### src/rtl/unit_ram_arbiter.sv
// unit_ram_arbiter: shares the single port of the unit-state RAM between the
// VGA renderer (port 0, fixed priority), the move calculator (port 1) and the
// damage applier (port 2). Ports 1/2 alternate in bounded bursts. A waiting
// port that has been starved long enough overrides VGA.
module unit_ram_arbiter #(
  parameter int unsigned ADDR_W       = 8,
  parameter int unsigned DATA_W       = 16,
  parameter int unsigned MAX_BURST    = 4,
  parameter int unsigned STARVE_LIMIT = 8
) (
  input  logic                  clk,
  input  logic                  reset,
  input  logic [2:0]            req,
  input  logic [2:0]            req_we,
  input  logic [3*ADDR_W-1:0]   req_addr,
  input  logic [3*DATA_W-1:0]   req_wdata,
  output logic [2:0]            gnt,
  output logic                  ram_en,
  output logic                  ram_we,
  output logic [ADDR_W-1:0]     ram_addr,
  output logic [DATA_W-1:0]     ram_wdata,
  input  logic [DATA_W-1:0]     ram_rdata,
  output logic [DATA_W-1:0]     rd_data,
  output logic [2:0]            rd_valid
);

  localparam int unsigned BURST_W = $clog2(MAX_BURST + 1);
  localparam int unsigned WAIT_W  = $clog2(STARVE_LIMIT + 1);

  // ownerIsTwo: 0 means port 1 owns the shared slot, 1 means port 2
  logic               ownerIsTwo;
  logic [BURST_W-1:0] burstCnt;
  logic [WAIT_W-1:0]  wait1;
  logic [WAIT_W-1:0]  wait2;
  logic [2:0]         rdPending;

  logic               starved1;
  logic               starved2;
  logic               ownerReq;
  logic               otherReq;
  logic               winWe;
  logic [ADDR_W-1:0]  winAddr;
  logic [DATA_W-1:0]  winWdata;

  // Grant decision: starvation override, then VGA, then bounded round-robin
  always_comb begin
    gnt      = 3'b000;
    starved1 = req[1] && (wait1 == WAIT_W'(STARVE_LIMIT));
    starved2 = req[2] && (wait2 == WAIT_W'(STARVE_LIMIT));
    ownerReq = ownerIsTwo ? req[2] : req[1];
    otherReq = ownerIsTwo ? req[1] : req[2];
    if (reset) begin
      gnt = 3'b000;
    end else if (starved1 && starved2) begin
      gnt = ownerIsTwo ? 3'b010 : 3'b100;
    end else if (starved1) begin
      gnt = 3'b010;
    end else if (starved2) begin
      gnt = 3'b100;
    end else if (req[0]) begin
      gnt = 3'b001;
    end else if (ownerReq && ((burstCnt < BURST_W'(MAX_BURST)) || !otherReq)) begin
      gnt = ownerIsTwo ? 3'b100 : 3'b010;
    end else if (otherReq) begin
      gnt = ownerIsTwo ? 3'b010 : 3'b100;
    end
  end

  // Select the winning port's access fields
  always_comb begin
    winWe    = 1'b0;
    winAddr  = '0;
    winWdata = '0;
    for (int i = 0; i < 3; i++) begin
      if (gnt[i]) begin
        winWe    = req_we[i];
        winAddr  = req_addr[i*ADDR_W +: ADDR_W];
        winWdata = req_wdata[i*DATA_W +: DATA_W];
      end
    end
  end

  // RAM command register, read-return tracking and arbitration state
  always_ff @(posedge clk) begin
    if (reset) begin
      ram_en     <= 1'b0;
      ram_we     <= 1'b0;
      ram_addr   <= '0;
      ram_wdata  <= '0;
      rdPending  <= 3'b000;
      rd_valid   <= 3'b000;
      ownerIsTwo <= 1'b0;
      burstCnt   <= '0;
      wait1      <= '0;
      wait2      <= '0;
    end else begin
      ram_en <= |gnt;
      if (|gnt) begin
        ram_we    <= winWe;
        ram_addr  <= winAddr;
        ram_wdata <= winWdata;
      end else begin
        ram_we <= 1'b0;
      end

      rdPending <= gnt & ~req_we;
      rd_valid  <= rdPending;

      if (gnt[1] || gnt[2]) begin
        if ((gnt[2] == ownerIsTwo) && (burstCnt < BURST_W'(MAX_BURST))) begin
          burstCnt <= burstCnt + BURST_W'(1);
        end else begin
          ownerIsTwo <= gnt[2];
          burstCnt   <= BURST_W'(1);
        end
      end

      if (gnt[1] || !req[1]) begin
        wait1 <= '0;
      end else if (wait1 != WAIT_W'(STARVE_LIMIT)) begin
        wait1 <= wait1 + WAIT_W'(1);
      end

      if (gnt[2] || !req[2]) begin
        wait2 <= '0;
      end else if (wait2 != WAIT_W'(STARVE_LIMIT)) begin
        wait2 <= wait2 + WAIT_W'(1);
      end
    end
  end

  // Read data comes straight from the RAM; rd_valid tags the owner
  assign rd_data = ram_rdata;

endmodule

### config.mk
export PLATFORM = sky130hd
export DESIGN_NAME = unit_ram_arbiter
export DESIGN_NICKNAME = d
export VERILOG_FILES = /design/src/rtl/unit_ram_arbiter.sv
export SDC_FILE = /design/constraint.sdc
export NUM_CORES = 1
export LEC_CHECK = 0
export CORE_UTILIZATION = 25
export CTS_CLUSTER_DIAMETER = 150
export DETAILED_ROUTE_END_ITERATION = 8
export PLACE_DENSITY = 0.66
export SLEW_MARGIN = 10
export SYNTH_ARGS = -nofsm -noshare
export SYNTH_HDL_FRONTEND = slang
export SYNTH_SLANG_ARGS = --single-unit
### constraint.sdc
create_clock -name clk -period 2 [get_ports clk]
set_input_delay 0.3 -clock clk [delete_from_list [all_inputs] [get_ports clk]]
set_output_delay 0.3 -clock clk [all_outputs]
set_load 0.01 [all_outputs]
==> metrics.csv <==
metric,value,unit
Die X,103,µm
DP Wirelength,5640,µm
CTS tree,done,
Main synth FF type,dfxtp_1,
HP Class,flop to flop,
FMAX,511,MHz
synth cell count leaders,"dfxtp_1, nand2_1, inv_1",
syn_nets,366,
final total power,2.20,mW
power per cell area,525,mW/mm²
cells after synthesis,265,
Worst-Margin Slew,0.350,ns
Async SR Flop Fraction,0,%
Synthesis Warnings,0,
Max clock buf depth,2,
cell row count,36,
number of vias per cell,4.62,
post-synthesis sequential area ratio,34.8,%
Synth Area in Adders,2.47,%
drt first pass iters,4,
CTS hold repair buffers,0,
Seq cells post-synth,44,
Port Buffer Count,111,
Setup CP Type,flop to output port,
final layout net count,491,
crit path DAT,1.66,ns
Final GP Congestion,0.715,
number of synthesized flops with an enable pin,0,
VDD IR-drop max,0.279,mV
gr ovfl total,0,
Final setup viols,0,
ranking of synthesized cells by area,"dfxtp_1, o221ai_2, a22oi_2",
fin. max-slew vios,0,
Clock Sinks,44,
final hold violation count,0,
via count of the first global-routing pass,2374,
drt drc,0,
Num CTS Buffers,5,
status,completed,
Total GRT Usage,14.1,%
WL/cell,14.9,µm
layout cells sized above 1,30.3,%
top cell type's share of synthesized area,34.8,%
Synth Area in Simple Gates,13.9,%
complex-gate fraction of the synthesized area,31.3,%
post-synth top area cell,dfxtp_1,
Tcrit/Tclk final,97.8,%
Lkg Pwr,1.60,nW
Critical Path Start Type,flop,
CP endpoint kind,output port,
clock root cell,clkbuf_8,
IO Pins,144,
clock slew at reported path FFs,0.08,ns
RSZ-0062 raised after global routing,true,
largest net degree at the start of global routing,26,
Clock Latency Late Sink,0.29,ns
synthesized area,0.00253,mm²
first-pass GRT wire length,11400,µm
total number of vias,2414,
drt total wl,7750,µm
MaxCap Viol Count,0,
Critical Path RT,1.70,ns
main combinational cell family by area after synthesis,compound AO/OA/AOI/OAI gates,
mux contribution to synthesized area,0.890,%
initial antenna violation count,0,
Period minus WS final,1.96,ns
Critical Path Fanout Max,3,
DIE AREA,0.0105,mm²
Fin Setup TNS,0,ns
Synth cell types,50,
Die Y,103,µm
# diodes,0,
Synth Area in XOR/XNOR,2.08,%
top-count cell post-synth,dfxtp_1,
DRT iter0 DRCs,50,
H-tree depth,2,
CORE AREA,0.00977,mm²
Clock Skews,0.00564,ns
initial core utilization,25.9,%
Routed Antenna Nets,0,
normalized max-slew margin,76.6,%
Syn-to-layout area delta,65.1,%
synthesized area per cell,9.55,µm²
-- final cells by class --
type                       instances  area (µm²)
clock buffer                       5        68.8
clock inverter                     1        30.0
fill                             973        5600
inverter                          33         124
multi-input combinational        157        1430
sequential                        44         883
tap                              133         166
timing repair buffer             149        1480
-- flip-flops by register name, summed over array words and instances, names as in the netlist --
| name | cells |
|---|---|
| rdPending | 3 |
| ram_addr | 8 |
| burstCnt | 3 |
| rd_valid | 3 |
| ownerIsTwo | 1 |
| ram_en | 1 |
| wait1 | 4 |
| ram_we | 1 |
| ram_wdata | 16 |
| wait2 | 4 |
-- report_power, final --
group	internal, mW	total, mW	leakage (nW)	switching, mW
Clock	0.359	0.660	0.0501	0.300
Sequential	0.926	0.950	0.362	0.0241
Combinational	0.354	0.586	1.18	0.232
Total	1.64	2.20	1.60	0.557
-- repair_timing --
| action | in CTS | in global routing |
|---|---|---|
| cloned | 0 | 2 |
| buffers inserted | 2 | 1 |
| resized for setup | 24 | 19 |
| setup endpoints to repair | 10 | 29 |
| pin swaps | 5 | 11 |
-- critical path, cell delays in order, from the launching register on --
cell and delay (ns):
dfxtp_2 0.34, inv_2 0.09, ha_4 0.14, and4b_2 0.26, buf_4 0.13, nand2_2 0.08, a21oi_4 0.14, nor2_1 0.05
buf_2 0.14
-- routing by layer --
layer	wire length, µm	GRT usage (%)
met1	3210	15.5
met2	3860	26.6
met3	613	3.73
met4	69	3.63
met5	0	0
-- worst paths after layout --
kind                 from           end  slack [ns]  cells after the start
min          rdPending[2]   rd_valid[2]        0.44                      1
max reg2reg      wait2[0]  ram_wdata[4]        0.10                      9
max              wait2[0]        gnt[1]        0.04                      8
min reg2reg  rdPending[2]   rd_valid[2]        0.44                      1
-- layout by cell type, fill, tap and decap left out, types with 2 or more instances in the layout --
cell,instances
clkdlybuf4s50_1,107
buf_2,2
o21ai_0,3
a41o_1,2
a22oi_1,2
nor3_1,5
nor2_1,11
xor2_1,3
dfxtp_2,2
buf_4,31
buf_12,4
clkbuf_8,5
xnor2_1,3
dfxtp_1,42
inv_1,28
nor2b_1,3
nand2_1,32
o221ai_2,23
buf_6,2
a22oi_2,22
a21oi_1,5
ha_1,3
mux2_2,2
clkbuf_16,2
nand3_1,5
ha_4,2
o21ai_1,2
inv_2,4
-- cells by family (layout without fill, tap and decap cells) --
| logic type | after synthesis | count (layout) |
|---|---|---|
| flip-flops | 44 | 44 |
| XOR/XNOR | 6 | 6 |
| AO/OA/AOI/OAI | 73 | 73 |
| adder cells (fa/ha/maj) | 5 | 5 |
| multiplexers | 2 | 2 |
| AND/OR/NAND/NOR | 71 | 71 |
| buffers and inverters | 64 | 188 |
-- per-stage QoR --
| step | cell area, µm² | utilization (%) | hold WS (ns) | worst slack [ns] | instances |
|---|---|---|---|---|---|
| 2_1_floorplan | 2530 | - | 0.377 | 0.129 | 265 |
| 4_1_cts | 4050 | 41.4 | 0.452 | -0.0575 | 520 |
| 3_5_place_dp | 3890 | 39.8 | 0.431 | -0.601 | 512 |
| 6_report | 4180 | 42.8 | 0.443 | 0.0446 | 522 |
| 3_3_place_gp | 3890 | 39.8 | 0.424 | -0.574 | 512 |
| 5_1_grt | 4180 | 42.8 | 0.459 | -0.0726 | 522 |
(Power assumes the default switching activity.)
